## config.mk

```make
export PLATFORM = sky130hd
export DESIGN_NAME = core_run_monitor
export DESIGN_NICKNAME = d
export VERILOG_FILES = /design/src/rtl/core_dbg_pkg.sv /design/src/rtl/trace_fifo.sv /design/src/rtl/core_run_monitor.sv
export SDC_FILE = /design/constraint.sdc
export NUM_CORES = 2
export LEC_CHECK = 0
export ABC_CLOCK_PERIOD_IN_PS = 4550
export CAP_MARGIN = 20
export CORE_UTILIZATION = 45
export CTS_BUF_LIST = sky130_fd_sc_hd__clkbuf_4
export DETAILED_ROUTE_END_ITERATION = 6
export SYNTH_ARGS = -nofsm -noshare
export SYNTH_HDL_FRONTEND = slang
export SYNTH_SLANG_ARGS = --single-unit
```

## constraint.sdc

```tcl
create_clock -name clk -period 4.55 [get_ports clk]
set_input_delay 1.365 -clock clk [delete_from_list [all_inputs] [get_ports clk]]
set_output_delay 1.365 -clock clk [all_outputs]
set_load 0.005 [all_outputs]
```

## src/rtl/core_dbg_pkg.sv

```systemverilog
// Shared definitions for the core run monitor: halt causes, run FSM states, trace entry layout.
// Latency: n/a (constants and a width helper only).
// Backpressure: n/a.
package core_dbg_pkg;

   // Halt cause codes reported on halt_cause
   localparam logic [1:0] CAUSE_NONE    = 2'd0;
   localparam logic [1:0] CAUSE_ECALL   = 2'd1;
   localparam logic [1:0] CAUSE_EBREAK  = 2'd2;
   localparam logic [1:0] CAUSE_TIMEOUT = 2'd3;

   // Run-control FSM encoding
   typedef enum logic [1:0] {
      ST_IDLE   = 2'd0,
      ST_RUN    = 2'd1,
      ST_HALTED = 2'd2
   } run_state_e;

   // Trace entry is {pc, rd, data}; rd is a RISC-V register index
   localparam int REG_IDX_W = 5;

   // Total packed width of one trace entry for a given datapath width
   function automatic int trace_entry_w(input int xlen);
      return 2 * xlen + REG_IDX_W;
   endfunction

endpackage

```

## src/rtl/trace_fifo.sv

```systemverilog
// Synchronous FIFO with sync flush and a sticky overflow flag for dropped pushes.
// Latency: a pushed entry is visible at the head the cycle after the push.
// Backpressure: none; a push into a full FIFO without a pop is dropped and flagged.
module trace_fifo #(
   parameter int WIDTH = 69,
   parameter int DEPTH = 16
) (
   input  logic                       clk,
   input  logic                       rst_n,
   input  logic                       flush,
   input  logic                       push,
   input  logic [WIDTH-1:0]           push_dat,
   input  logic                       pop,
   output logic [WIDTH-1:0]           head_dat,
   output logic                       head_vld,
   output logic [$clog2(DEPTH)+1-1:0] level,
   output logic                       overflow
);

   localparam int PTR_W = $clog2(DEPTH);
   localparam int LVL_W = $clog2(DEPTH) + 1;

   logic [PTR_W-1:0] wr_ptr_q, wr_ptr_d;
   logic [PTR_W-1:0] rd_ptr_q, rd_ptr_d;
   logic [LVL_W-1:0] level_q, level_d;
   logic             overflow_q, overflow_d;
   logic [WIDTH-1:0] mem_q [DEPTH];

   logic full;
   logic empty;
   logic pop_ok;
   logic push_ok;
   logic mem_we;

   // Occupancy flags; a pop on a full FIFO frees the slot the simultaneous push needs
   always_comb begin
      full    = (level_q == LVL_W'(DEPTH));
      empty   = (level_q == '0);
      pop_ok  = pop && !empty;
      push_ok = push && (!full || pop_ok);
      mem_we  = push_ok && !flush;
   end

   // Next-state for pointers, level and sticky overflow; flush wins over everything
   always_comb begin
      wr_ptr_d   = wr_ptr_q;
      rd_ptr_d   = rd_ptr_q;
      level_d    = level_q;
      overflow_d = overflow_q;
      if (flush) begin
         wr_ptr_d   = '0;
         rd_ptr_d   = '0;
         level_d    = '0;
         overflow_d = 1'b0;
      end else begin
         // Power-of-two depth lets the pointers wrap by natural overflow
         if (push_ok) wr_ptr_d = wr_ptr_q + PTR_W'(1);
         if (pop_ok)  rd_ptr_d = rd_ptr_q + PTR_W'(1);
         level_d    = level_q + LVL_W'(push_ok) - LVL_W'(pop_ok);
         overflow_d = overflow_q | (push && !push_ok);
      end
   end

   // Pointer, level and overflow registers
   always_ff @(posedge clk or negedge rst_n) begin
      if (!rst_n) begin
         wr_ptr_q   <= '0;
         rd_ptr_q   <= '0;
         level_q    <= '0;
         overflow_q <= 1'b0;
      end else begin
         wr_ptr_q   <= wr_ptr_d;
         rd_ptr_q   <= rd_ptr_d;
         level_q    <= level_d;
         overflow_q <= overflow_d;
      end
   end

   // Entry storage; cleared on reset so the head reads zero after reset
   always_ff @(posedge clk or negedge rst_n) begin
      if (!rst_n) begin
         for (int i = 0; i < DEPTH; i++) mem_q[i] <= '0;
      end else if (mem_we) begin
         mem_q[wr_ptr_q] <= push_dat;
      end
   end

   // Head is read straight from storage
   always_comb begin
      head_dat = mem_q[rd_ptr_q];
      head_vld = !empty;
      level    = level_q;
      overflow = overflow_q;
   end

endmodule

```

## src/rtl/core_run_monitor.sv

```systemverilog
// Run-control FSM, cycle/retire counters, halt-cause capture and writeback trace for the core.
// Latency: status registered one cycle after the causing edge; trace head visible the cycle after push.
// Backpressure: none; trace entries are dropped (sticky trace_overflow) when the FIFO is full.
module core_run_monitor
   import core_dbg_pkg::*;
#(
   parameter int XLEN        = 32,
   parameter int CYCLE_W     = 64,
   parameter int TRACE_DEPTH = 16,
   parameter int TRACE_X0    = 0
) (
   input  logic                             clk,
   input  logic                             rst_n,
   input  logic                             start,
   input  logic                             clear,
   input  logic [CYCLE_W-1:0]               timeout_cycles,
   input  logic                             filter_en,
   input  logic [4:0]                       filter_rd,
   input  logic                             wb_wen,
   input  logic [4:0]                       wb_rd,
   input  logic [XLEN-1:0]                  wb_data,
   input  logic [XLEN-1:0]                  wb_pc,
   input  logic                             ecall_pulse,
   input  logic                             ebreak_pulse,
   input  logic [XLEN-1:0]                  halt_pc,
   output logic                             running,
   output logic                             halted,
   output logic [1:0]                       halt_cause,
   output logic [XLEN-1:0]                  halt_pc_q,
   output logic [CYCLE_W-1:0]               cycle_count,
   output logic [CYCLE_W-1:0]               retire_count,
   output logic                             trace_valid,
   output logic [XLEN-1:0]                  trace_pc,
   output logic [4:0]                       trace_rd,
   output logic [XLEN-1:0]                  trace_data,
   input  logic                             trace_pop,
   output logic [$clog2(TRACE_DEPTH)+1-1:0] trace_level,
   output logic                             trace_overflow
);

   localparam int ENTRY_W = trace_entry_w(XLEN);

   run_state_e         state_q, state_d;
   logic               running_q, halted_q;
   logic [CYCLE_W-1:0] cycle_count_q, cycle_count_d;
   logic [CYCLE_W-1:0] retire_count_q, retire_count_d;
   logic [1:0]         halt_cause_q, halt_cause_d;
   logic [XLEN-1:0]    halt_pc_d;

   logic               in_run;
   logic               timeout_hit;
   logic [1:0]         cause_evt;
   logic               halt_evt;
   logic               wb_counted;
   logic               trace_push;
   logic [ENTRY_W-1:0] push_entry;
   logic [ENTRY_W-1:0] head_entry;

   // Halt detection: ecall beats ebreak beats timeout; a restart suppresses the halt
   always_comb begin
      in_run      = (state_q == ST_RUN);
      timeout_hit = (timeout_cycles != '0) &&
                    (cycle_count_q == (timeout_cycles - CYCLE_W'(1)));
      cause_evt   = CAUSE_NONE;
      if (ecall_pulse)       cause_evt = CAUSE_ECALL;
      else if (ebreak_pulse) cause_evt = CAUSE_EBREAK;
      else if (timeout_hit)  cause_evt = CAUSE_TIMEOUT;
      halt_evt    = in_run && !start && (cause_evt != CAUSE_NONE);
   end

   // Writeback qualification: retire counts every non-x0 write, trace applies the x0 and rd filters
   always_comb begin
      wb_counted = wb_wen && (wb_rd != 5'd0);
      trace_push = in_run && !start && wb_wen &&
                   ((wb_rd != 5'd0) || (TRACE_X0 != 0)) &&
                   (!filter_en || (wb_rd == filter_rd));
      push_entry = {wb_pc, wb_rd, wb_data};
   end

   // Next FSM state; start takes priority over clear and over a same-cycle halt
   always_comb begin
      state_d = state_q;
      case (state_q)
         ST_IDLE:   if (start) state_d = ST_RUN;
         ST_RUN:    if (start) state_d = ST_RUN;
                    else if (halt_evt) state_d = ST_HALTED;
         ST_HALTED: if (start) state_d = ST_RUN;
                    else if (clear) state_d = ST_IDLE;
         default:   state_d = ST_IDLE;
      endcase
   end

   // Run-control FSM with registered running/halted status
   always_ff @(posedge clk or negedge rst_n) begin
      if (!rst_n) begin
         state_q   <= ST_IDLE;
         running_q <= 1'b0;
         halted_q  <= 1'b0;
      end else begin
         state_q   <= state_d;
         running_q <= (state_d == ST_RUN);
         halted_q  <= (state_d == ST_HALTED);
      end
   end

   // Counter and halt-capture next-state; counters freeze outside RUN and wrap silently
   always_comb begin
      cycle_count_d  = cycle_count_q;
      retire_count_d = retire_count_q;
      halt_cause_d   = halt_cause_q;
      halt_pc_d      = halt_pc_q;
      if (start) begin
         cycle_count_d  = '0;
         retire_count_d = '0;
         halt_cause_d   = CAUSE_NONE;
      end else if (in_run) begin
         cycle_count_d  = cycle_count_q + CYCLE_W'(1);
         retire_count_d = retire_count_q + CYCLE_W'(wb_counted);
         if (halt_evt) begin
            halt_cause_d = cause_evt;
            halt_pc_d    = halt_pc;
         end
      end
   end

   // Counter and halt-capture registers
   always_ff @(posedge clk or negedge rst_n) begin
      if (!rst_n) begin
         cycle_count_q  <= '0;
         retire_count_q <= '0;
         halt_cause_q   <= CAUSE_NONE;
         halt_pc_q      <= '0;
      end else begin
         cycle_count_q  <= cycle_count_d;
         retire_count_q <= retire_count_d;
         halt_cause_q   <= halt_cause_d;
         halt_pc_q      <= halt_pc_d;
      end
   end

   // Writeback trace buffer, flushed on every start
   trace_fifo #(
      .WIDTH (ENTRY_W),
      .DEPTH (TRACE_DEPTH)
   ) u_trace_fifo (
      .clk      (clk),
      .rst_n    (rst_n),
      .flush    (start),
      .push     (trace_push),
      .push_dat (push_entry),
      .pop      (trace_pop),
      .head_dat (head_entry),
      .head_vld (trace_valid),
      .level    (trace_level),
      .overflow (trace_overflow)
   );

   // Output unpacking
   always_comb begin
      running      = running_q;
      halted       = halted_q;
      halt_cause   = halt_cause_q;
      cycle_count  = cycle_count_q;
      retire_count = retire_count_q;
      trace_pc     = head_entry[ENTRY_W-1 -: XLEN];
      trace_rd     = head_entry[XLEN +: REG_IDX_W];
      trace_data   = head_entry[XLEN-1:0];
   end

endmodule

```

==> metrics.txt <==
post-route ant nets=0; failing checks=setup timing; Max-cap violations=0; Initial DRT Pass Iterations=7; pre-CTS setup slack=-969.5 ps; wire length per cell=24.19 µm; Peak supply drop=0.0002745 V; crit share post-route=1.082; Core Region=132000 µm²; Post-DP Area=69840 µm²; vias post-DR=39020; Initial Util=0.4555; top cell type's share of synthesized area=0.5345; die area=135000 µm²; Synth Instances=4058; EDFF count, synth=0; crit end category=output port; GRT Residual Overflow=0; root buf cell=clkbuf_4; synthesized flop and latch total=1284; worst-margin pin slew=903.8 ps; routability cong.=0.9353; DR vias/cell=5.560; GRT Util Overall=0.2558; die width=367.5 µm; vias in the first global route=41350; HPWL Detailed=108200 µm; PortBufs=418; setup ws final=-373.1 ps; RSZ-0062 raised after global routing=yes; relative slew slack=0.3975; Post-synth ARST share=1.000; Layout area overhead=25.94%; initial antenna violation count=14; post-route cell area=75710 µm²; H-tree depth=5; Max Fclk=0.2031 GHz; FP Rows=133; Worst Path Arrival=3560 ps; Clock transition at path regs=60 ps; fin. max-slew vios=0; layout cell share with drive strength beyond 1=0.5006; status=finished with violations; synthesized area per cell=14.81 µm²; Synth area leader=dfrtp_1; Lkg Pwr=0.03484 µW; nets=5209; final hold violations=0; IO Count=419; first-pass GRT wire length=263000 µm; Most used DFF post-synth=dfrtp_1; CP required=3180 ps; CP startpoint kind=flip-flop; Max Buffers Root-to-Sink=4; Setup Skew=97.02 ps; mapped cell area=60110 µm²; worst setup path class=flip-flop to output port; HP Class=flip-flop to flip-flop; distinct cell type count after synthesis=63; largest net degree at the start of global routing=156; Warnings, synthesis=0; TritonCTS clock tree=done; Detailed Route Iter0 Violations=2173; syn nets=4254; count of final setup violators=69; clk_lat worst skew=1310 ps; CTS Sinks=1284; Power Density=389.2 nW/µm²; CP max FO=8; final wirelength=169800 µm; Die Ht=367.5 µm; clock period minus worst slack=4923 ps; Remaining DRCs=0; sequential share of the synthesized area=0.5345; Num CTS Buffers=360; Synth area leaders=dfrtp_1, mux2_2, mux4_2
[path summary, 6_finish.rpt]
kind,from,slack [ps],cells after the start,to
max in group asynchronous,rst_n,2460,3,halt_pc_q[0]$_DFFE_PN0P_
hold / removal,u_trace_fifo.mem_q[409]$_DFFE_PN0P_,500,1,u_trace_fifo.mem_q[409]$_DFFE_PN0P_
hold reg to reg,u_trace_fifo.mem_q[409]$_DFFE_PN0P_,500,1,u_trace_fifo.mem_q[409]$_DFFE_PN0P_
min in group asynchronous,rst_n,660,2,cycle_count[46]$_DFFE_PN0P_
setup reg to reg,cycle_count[3]$_DFFE_PN0P_,740,11,cycle_count[63]$_DFFE_PN0P_
setup / recovery,u_trace_fifo.rd_ptr_q[0]$_DFFE_PN0P_,-370,8,trace_pc[12]
[critical path, cell delays in order, from the launching register on]
cell and delay (ps):
dfrtp_4 500, buf_12 140, buf_12 140, buf_16 140, buf_16 130, buf_12 140
mux4_2 440, mux4_2 540, buf_6 140
[layout by cell type (no fill, tap or decap), types with 11 or more instances in the layout]
| cell | Yosys | layout |
|---|---|---|
| buf_6 | 3 | 51 |
| and4_1 | 11 | 11 |
| or2_2 | 11 | 11 |
| a21oi_1 | 38 | 38 |
| or4_1 | 16 | 16 |
| xnor2_1 | 92 | 92 |
| nor4_1 | 42 | 42 |
| nor2_4 | 1 | 17 |
| mux2_4 | 30 | 30 |
| a31oi_1 | 11 | 11 |
| nand2_1 | 82 | 82 |
| nor3_1 | 48 | 48 |
| nor2_1 | 194 | 178 |
| clkinv_1 | 0 | 43 |
| xor2_1 | 115 | 115 |
| dfrtp_1 | 1284 | 1280 |
| mux4_2 | 345 | 345 |
| buf_12 | 0 | 135 |
| ha_1 | 16 | 16 |
| o21ai_0 | 38 | 38 |
| clkdlybuf4s50_1 | 0 | 347 |
| nand4_1 | 37 | 37 |
| or3_1 | 36 | 36 |
| and3_1 | 25 | 25 |
| buf_2 | 2 | 34 |
| inv_1 | 24 | 24 |
| clkbuf_4 | 0 | 540 |
| nand3_1 | 60 | 60 |
| diode_2 | 0 | 15 |
| buf_16 | 0 | 24 |
| buf_4 | 0 | 287 |
| mux2_2 | 1106 | 1106 |
[cells in the mapped netlist (all sizes together), types with 4 or more instances]
cell type / count
nand3b: 6
and3: 25
or4: 18
nor3b: 7
nor4: 46
and4b: 4
nand4: 37
mux4: 345
a31oi: 11
or2: 12
xnor2: 92
clkbuf: 254
inv: 24
and4: 11
or3: 36
buf: 48
nand2b: 8
o21ai: 38
nor3: 50
nand3: 60
mux2i: 7
mux2: 1136
nor2: 195
nor2b: 8
and2: 4
ha: 16
dfrtp: 1284
xor2: 115
nand2: 82
a21oi: 38
[sequential cells by signal (all words and copies together) (netlist names)]
register,cells
u_trace_fifo.mem_q,1104
halt_pc_q,32
state_q,2
u_trace_fifo.level,5
u_trace_fifo.overflow,1
running,1
cycle_count,64
u_trace_fifo.wr_ptr_q,4
u_trace_fifo.rd_ptr_q,4
retire_count,64
halted,1
halt_cause,2
[through the flow]
step	util	std cells	TNS, ps	hold WS [ps]	total power, µW
floorplan	-	4058	0	468.6	15250
global placement	0.5293	6318	-430800	482.8	18110
detailed placement	0.5293	6318	-443560	490.1	18120
CTS	0.5723	6993	-28910	503.3	29870
global route	0.5736	7013	-29150	510.9	31000
finish	0.5737	7018	-17410	498.4	29470
[cell families (layout without fill, tap and decap cells)]
logic type,Yosys count,in the layout,synth area share
AO/OA/AOI/OAI,118,118,0.01180
XOR/XNOR,207,207,0.03016
adder cells (fa/ha/maj),17,17,0.003663
buffers and inverters,326,1516,0.02077
flip-flops,1284,1284,0.5345
multiplexers,1488,1488,0.3451
other,0,15,0
AND/OR/NAND/NOR,618,618,0.05399
[timing repair]
action,4_1_cts,5_1_grt
setup endpoints to repair,69,69
cloned,21,3
buffers inserted,59,18
resized for setup,370,44
pin swaps,0,0
hold buffers,1,0
endpoints found under the hold margin,52,0
[routing by layer]
metal / up-vias / global-route usage / wire [µm]
met5: - / 0 / 30
met4: 6 / 0.08173 / 4144
met3: 305 / 0.04591 / 7724
met2: 958 / 0.4058 / 81280
met1: 20610 / 0.3572 / 76620
li1: 17140 / - / -
[where the power goes]
group / leakage (µW) / switching, µW / internal (µW)
sequential: 0.0177 / 269 / 11800
clock: 0.00264 / 4780 / 5520
combinational: 0.0145 / 3000 / 4060
total: 0.0348 / 8050 / 21400
[final cells by class]
type / instances / area (µm²)
antenna: 15 / 37.54
clock buffer: 540 / 4054
clock inverter: 57 / 300.3
fill: 10770 / 56260
inverter: 24 / 90.09
multi-input combinational: 2448 / 26850
sequential: 1284 / 32150
tap: 1755 / 2196
timing repair buffer: 895 / 10030
(Power assumes the default switching activity.)
